$ cat config.mk
export PLATFORM = sky130hd
export DESIGN_NAME = debug_watch_scanner
export DESIGN_NICKNAME = d
export VERILOG_FILES = /design/src/rtl/debug_watch_scanner.sv
export SDC_FILE = /design/constraint.sdc
export NUM_CORES = 1
export LEC_CHECK = 0
export CORE_UTILIZATION = 25
export DETAILED_ROUTE_END_ITERATION = 8
export MAX_ROUTING_LAYER = met4
export PLACE_DENSITY = 0.53
export SYNTH_ARGS = -nofsm -noshare
export SYNTH_HDL_FRONTEND = slang
export SYNTH_SLANG_ARGS = --single-unit
export TNS_END_PERCENT = 10
$ cat constraint.sdc
create_clock -name clk -period 3.15 [get_ports clk]
set_input_delay 0.315 -clock clk [delete_from_list [all_inputs] [get_ports clk]]
set_output_delay 0.315 -clock clk [all_outputs]
set_load 0.02 [all_outputs]
$ cat src/rtl/debug_watch_scanner.sv
// rtl/debug_watch_scanner.sv - debug tick divider, watch index/address walker and display select
module debug_watch_scanner #(
   parameter int DATA_W     = 32,
   parameter int ADDR_W     = 32,
   parameter int REG_NUM_W  = 5,
   parameter int REG_COUNT  = 32,
   parameter int NUM_CH     = 4,
   parameter int DIV_W      = 32,
   parameter int TAP_FAST   = 24,
   parameter int TAP_SLOW   = 27,
   parameter int MEM_STRIDE = 4,
   parameter int MEM_LIMIT  = 256
) (
   input  logic                     clk,
   input  logic                     resetNeg,
   input  logic                     slow_sel,
   input  logic [1:0]               mode,
   input  logic                     step_btn,
   input  logic [NUM_CH-1:0]        ch_sel,
   input  logic [NUM_CH*DATA_W-1:0] ch_data,
   output logic                     tick,
   output logic [REG_NUM_W-1:0]     reg_watch_num,
   output logic [ADDR_W-1:0]        mem_watch_addr,
   output logic [DATA_W-1:0]        disp_data,
   output logic                     disp_valid,
   output logic                     sel_err
);

   localparam logic [1:0] MODE_RUN  = 2'b00;
   localparam logic [1:0] MODE_STEP = 2'b10;

   // Counter bits above the highest tap can never influence the taps, so the
   // counter stops there; its low bits follow a DIV_W free-running counter exactly.
   localparam int TAP_MAX = (TAP_SLOW > TAP_FAST) ? TAP_SLOW : TAP_FAST;
   localparam int CNT_W   = (TAP_MAX + 1 < DIV_W) ? TAP_MAX + 1 : DIV_W;

   logic [CNT_W-1:0]     div_q, div_d;
   logic                 slow_s1_q, slow_sel_q, slow_prev_q, tap_prev_q;
   logic                 btn_s1_q, btn_s2_q, btn_s3_q;
   logic [1:0]           settle_q, settle_d;
   logic                 step_pulse_q, step_pulse_d;
   logic [REG_NUM_W-1:0] reg_q, reg_d;
   logic [ADDR_W-1:0]    addr_q, addr_d;
   logic [ADDR_W:0]      addr_sum;
   logic [DATA_W-1:0]    disp_q, disp_d;
   logic                 disp_valid_q, disp_valid_d;
   logic                 sel_err_q, sel_err_d;
   logic                 tap_now, rate_switch, tick_w, adv, one_hot;

   // Rate tap, tick edge detect (suppressed in the rate-switch cycle), step edge and advance qualifier.
   // The button edge detector stays disarmed until the sync chain holds real samples,
   // so a button already held at reset release is not seen as a press.
   always_comb begin
      div_d        = div_q + CNT_W'(1);
      tap_now      = slow_sel_q ? div_q[TAP_SLOW] : div_q[TAP_FAST];
      rate_switch  = slow_sel_q ^ slow_prev_q;
      tick_w       = tap_now & ~tap_prev_q & ~rate_switch;
      settle_d     = (settle_q == 2'd3) ? settle_q : settle_q + 2'd1;
      step_pulse_d = (settle_q == 2'd3) & btn_s2_q & ~btn_s3_q;
      adv          = ((mode == MODE_RUN) & tick_w) | ((mode == MODE_STEP) & step_pulse_q);
   end

   // Register index and memory address walkers; the address sum carries an extra bit so overflow wraps.
   always_comb begin
      reg_d    = reg_q;
      addr_d   = addr_q;
      addr_sum = {1'b0, addr_q} + (ADDR_W + 1)'(MEM_STRIDE);
      if (adv) begin
         reg_d  = (reg_q == REG_NUM_W'(REG_COUNT - 1)) ? '0 : reg_q + REG_NUM_W'(1);
         addr_d = (addr_sum >= (ADDR_W + 1)'(MEM_LIMIT)) ? '0 : addr_sum[ADDR_W-1:0];
      end
   end

   // Channel select: a one-hot select passes its slice, anything else shows zero and flags an error.
   always_comb begin
      one_hot = (ch_sel != '0) && ((ch_sel & (ch_sel - NUM_CH'(1))) == '0);
      disp_d  = '0;
      for (int i = 0; i < NUM_CH; i++) begin
         if (one_hot && ch_sel[i]) begin
            disp_d = ch_data[i*DATA_W +: DATA_W];
         end
      end
      sel_err_d    = ~one_hot;
      disp_valid_d = (disp_d != disp_q);
   end

   // State registers; everything clears immediately on reset, losing any step press in flight.
   always_ff @(posedge clk or negedge resetNeg) begin
      if (!resetNeg) begin
         div_q        <= '0;
         slow_s1_q    <= 1'b0;
         slow_sel_q   <= 1'b0;
         slow_prev_q  <= 1'b0;
         tap_prev_q   <= 1'b0;
         btn_s1_q     <= 1'b0;
         btn_s2_q     <= 1'b0;
         btn_s3_q     <= 1'b0;
         settle_q     <= 2'd0;
         step_pulse_q <= 1'b0;
         reg_q        <= '0;
         addr_q       <= '0;
         disp_q       <= '0;
         disp_valid_q <= 1'b0;
         sel_err_q    <= 1'b0;
      end else begin
         div_q        <= div_d;
         slow_s1_q    <= slow_sel;
         slow_sel_q   <= slow_s1_q;
         slow_prev_q  <= slow_sel_q;
         tap_prev_q   <= tap_now;
         btn_s1_q     <= step_btn;
         btn_s2_q     <= btn_s1_q;
         btn_s3_q     <= btn_s2_q;
         settle_q     <= settle_d;
         step_pulse_q <= step_pulse_d;
         reg_q        <= reg_d;
         addr_q       <= addr_d;
         disp_q       <= disp_d;
         disp_valid_q <= disp_valid_d;
         sel_err_q    <= sel_err_d;
      end
   end

   assign tick           = tick_w;
   assign reg_watch_num  = reg_q;
   assign mem_watch_addr = addr_q;
   assign disp_data      = disp_q;
   assign disp_valid     = disp_valid_q;
   assign sel_err        = sel_err_q;

endmodule

# Yosys cells after proc, flatten, opt, wreduce, memory -nomap -nowiden
# Index checks and enable logic that the tools add are counted.
# totals
ff_bits	109
input_bits	138
out_inout_bits	72
# op_classes
n_addsub	5
magnitude_cmp	1
n_eq_ne	4
mux	7
bitwise_logic	13
n_reduce_logical	8
# ops
cell	count
32-bit two-way mux	5
32-bit by 3-bit adder with 33-bit output (second input constant)	1
33-bit by 9-bit >= comparator with 1-bit output (second input constant)	1
32-bit inequality test	1
28-bit by 1-bit adder with 28-bit output (second input constant)	1
1-bit AND	6
5-bit by 1-bit adder with 5-bit output (second input constant)	1
5-bit equality test (second input constant)	1
1-bit logical AND	5
5-bit two-way mux	1
4-bit AND	1
2-bit equality test (second input constant)	2
4-bit logical NOT	1
1-bit inverter	4
4-bit nonzero test	1
4-bit by 1-bit subtractor with 4-bit output (second input constant)	1
2-bit by 1-bit adder with 2-bit output (second input constant)	1
2-bit logical NOT	1
1-bit two-way mux	1
1-bit bitwise OR	1
1-bit bitwise XOR	1

# Depth between registers and ports, before layout
# depth
depth_word	10
depth_mapped	9

# Worst setup path before layout
# No wires, ideal clock.
# synth_path
kind	reg-to-reg
from	reg addr_q[2], in the netlist mem_watch_addr[2]
to	reg addr_q[5], in the netlist mem_watch_addr[5]
setup_time_ns	0.077
arrival_ns	2.524
required_time_ns	3.073
slack_ns	0.549
stages_incl_launch_ff	10
path_buffers	1
cell_sequence	dfrtp_1 ha_1 nand3_2 or4_1 buf_2 nor4b_1 o22ai_1 nor4_2 a31oi_1 o21ai_1
# synth_via
elab_chain_cells	3
# synth_lines
item	line_no	rtl
start, declared	43	logic [ADDR_W-1:0] addr_q, addr_d;
start signal, assigned	117	addr_q <= addr_d;
32-bit by 3-bit adder with 33-bit output (*)	67	addr_sum = {1'b0, addr_q} + (ADDR_W + 1)'(MEM_STRIDE);
33-bit by 9-bit >= comparator with 1-bit output	70	addr_d = (addr_sum >= (ADDR_W + 1)'(MEM_LIMIT)) ? '0 : addr_sum[ADDR_W-1:0];
32-bit two-way mux (*)	70	
# Mark *: on every way between the ends. The rest lies on a longest branch, timed or not.
# A chain may end at the register's enable or synchronous reset.

# Worst setup path after layout
# layout_path
from	reg addr_q[7], in the netlist mem_watch_addr[7]
to	reg addr_q[6], in the netlist mem_watch_addr[6]
# layout_via
elab_chain_cells	3
# layout_lines
item	line_no
32-bit by 3-bit adder with 33-bit output	67
33-bit by 9-bit >= comparator with 1-bit output	70
32-bit two-way mux	70
# No other way between the ends.

==> metrics.md <==
| Metric | Value |
|---|---|
| Ant diodes | `0` |
| Io pins | `210` |
| Fin nets | `864` |
| Area share of the largest cell type after synthesis | `49.4%` |
| Top Metal Used | `met4` |
| Number of global-route vias before repair | `5,057` |
| Worst VDD drop | `0.204 mV` |
| Mapped Area | `0.00542 mm2` |
| Global router's overall resource usage | `15.9%` |
| Total Wirelength | `16.6 mm` |
| Status | `finished clean` |
| Largest net degree at the start of global routing | `57` |
| Root Buffer | `clkbuf_16` |
| Synth top area cells | `dfrtp_1, xnor2_1, a22oi_1` |
| Metal3 WL | `827 um` |
| Setup Viol. Count Final | `0` |
| Die Footprint | `0.0223 mm2` |
| GP Congestion | `0.893` |
| Cells after Synth | `516` |
| Pwr per Cell Area | `413 mW/mm2` |
| Asr flop ratio synth | `100%` |
| CP Cell Sequence | `nand4_4 > or4_1 > or4_4 > a32oi_4 > a31oi_1 > o21ai_1` |
| Longest Clk Path Bufs | `2` |
| CTS Buf Count | `9` |
| Synth-to-layout area growth | `50.6%` |
| Clock Skew | `0.0114 ns` |
| CP max-delay cell | `or4_1` |
| Max_cap viols | `0` |
| Post-DR wirelength/cell | `16.6 um` |
| Most frequent cells after synthesis | `dfrtp_1, xnor2_1, a22oi_1, nand2_1, and2_1` |
| CP max stage delay | `0.71 ns` |
| EDFF count, synth | `0` |
| Path type of the worst setup path | `register to register` |
| Relative slew slack | `49.7%` |
| Hold Slack | `0.0242 ns` |
| Initial Util | `25.6%` |
| Seq/Total Area, Yosys | `49.4%` |
| Final setup TNS | `0 ns` |
| Vias per inst | `4.80` |
| Port bufs | `207` |
| Critical-path maximum fanout | `10` |
| Reg2reg path depth | `6` |
| Grt ovf | `0` |
| CTS tree | `done` |
| Worst Setup Start Kind | `register` |
| Synth cell types | `62` |
| Met1 Routed Length | `6.68 mm` |
| Hold Path Class | `input port to async pin` |
| Final Critical Period | `2.74 ns` |
| Worst r2r src | `mem_watch_addr[7]$_DFFE_PN0N_` |
| DRT Pass-1 Iters | `5` |
| FF-to-FF End | `mem_watch_addr[6]$_DFFE_PN0N_` |
| Post-detail-place hpwl | `13.3 mm` |
| Least-Margin Pin Slew | `0.754 ns` |
| Pleak | `3.34 nW` |
| RSZ-0062 raised after global routing | `no` |
| Post-CTS resize count | `0` |
| Crit path arrival time | `3.02 ns` |
| FMAX | `0.364 GHz` |
| Vias | `4,804` |
| Hold_buf cts | `0` |
| Reg2reg setup slack | `0.41 ns` |
| Hold Violations, Final | `0` |
| Met2 wire length | `8.59 mm` |
| Count leader, synth | `dfrtp_1` |
| Die X-Extent | `149 um` |
| Syn Area/Cell | `10.5 um2` |
| Floorplan row count | `53` |
| Post-CTS setup buffers | `0` |
| Synth Register Bits | `107` |
| Yosys top cell by area | `dfrtp_1` |
| Global-route wire length before repair | `26.3 mm` |
| H-tree levels | `3` |
| Clk slew on worst S/H paths | `0.08 ns` |
| Ratio of cells with drive above 1 in the final layout | `8.26%` |
| Final Util | `38.6%` |
| CTS sink cnt | `107` |
| Yosys warning total | `0` |
| Initial antenna violation count | `0` |
| Die outline height | `149 um` |
| ANT nets after route | `0` |
| Post-synth top flop | `dfrtp_1` |
| DRC violations left | `0` |
| Final Cycle Share | `87.1%` |
| Type of destination of the critical path | `register` |
| Filler cells | `2,028` |
| Core area | `0.0212 mm2` |
| Worst EP required | `3.42 ns` |
| Slew Limit Fails | `0` |
| Clock Latency Late Sink | `0.35 ns` |
| 1st-iter DRT viols | `241` |
registers in the layout, indices dropped and copies added (netlist names), 2 cells and up:
name,count
disp_data,32
div_q,28
mem_watch_addr,30
reg_watch_num,5
settle_q,2
how the worst max path moves through the flow:
stage / start / cells after the start / slack, ns / to
finish: mem_watch_addr[7]$_DFFE_PN0N_ / 6 / 0.41 / mem_watch_addr[6]$_DFFE_PN0N_
detailed placement: ch_sel[2] / 9 / 0.02 / disp_valid$_DFF_PN0_
CTS: mem_watch_addr[7]$_DFFE_PN0N_ / 6 / 0.40 / mem_watch_addr[6]$_DFFE_PN0N_
floorplan: mem_watch_addr[2]$_DFFE_PN0N_ / 9 / 0.55 / mem_watch_addr[5]$_DFFE_PN0N_
global route: ch_sel[2] / 9 / 0.21 / disp_valid$_DFF_PN0_
global placement: ch_sel[2] / 9 / 0.08 / disp_valid$_DFF_PN0_
power by group:
| group | internal [mW] | switching, mW | total, mW |
|---|---|---|---|
| sequential | 1.44 | 0.0812 | 1.52 |
| combinational | 0.399 | 0.335 | 0.734 |
| clock | 0.587 | 0.523 | 1.11 |
| total | 2.43 | 0.940 | 3.37 |
placed cells by master, fill, tap and decap left out, drive strengths merged, types with 11 or more instances in the layout:
cell type	count
clkbuf	12
buf	16
xor2	13
xnor2	50
o21ai	21
clkdlybuf4s50	206
nor2	22
and2	29
a222oi	13
nand2	37
a22oi	36
nor3	11
a21oi	13
nand4	19
dfrtp	107
nand3	23
metal layers:
layer,vias up,global-route usage [%]
li1,2319,-
met1,2279,17.9
met2,180,28.0
met3,26,2.84
met4,0,6.12
met5,-,-
metrics by stage:
step           instance area [um2]  power [mW]  cells  setup WS (ns)
6_report                      8160        3.37   1001          0.406
5_1_grt                       8160        3.54   1001          0.206
4_1_cts                       8160        3.42   1001          0.396
3_5_place_dp                  7870        2.29    985         0.0196
3_3_place_gp                  7870        2.28    985         0.0810
2_1_floorplan                 5420        1.85    517          0.549
cell families after synthesis:
group | after synthesis | synth area share (%)
AO/OA/AOI/OAI | 103 | 13.9
XOR/XNOR | 63 | 10.2
adder cells (fa/ha/maj) | 5 | 1.15
buffers and inverters | 35 | 2.75
flip-flops | 107 | 49.4
multiplexers | 8 | 1.59
other | 1 | 0.0692
AND/OR/NAND/NOR | 194 | 20.9
critical path: cells and delay by family (launching register included):
family,cells,cell delay [ns]
AOI/OAI and AO/OA,3,0.67
and+or+nand+nor,3,1.51
DFF,1,0.48
area by class of cell:
| cell class | count | area (um2) | area share (%) |
|---|---|---|---|
| Inverter | 6 | 22.5 | 0.276 |
| Sequential cell | 107 | 2680 | 32.8 |
| Clock inverter | 4 | 31.3 | 0.383 |
| Tap cell | 275 | 344 | 4.22 |
| Timing Repair Buffer | 222 | 2210 | 27.1 |
| Clock buffer | 12 | 256 | 3.14 |
| Multi-Input combinational cell | 375 | 2620 | 32.1 |
(Power assumes the default switching activity.)
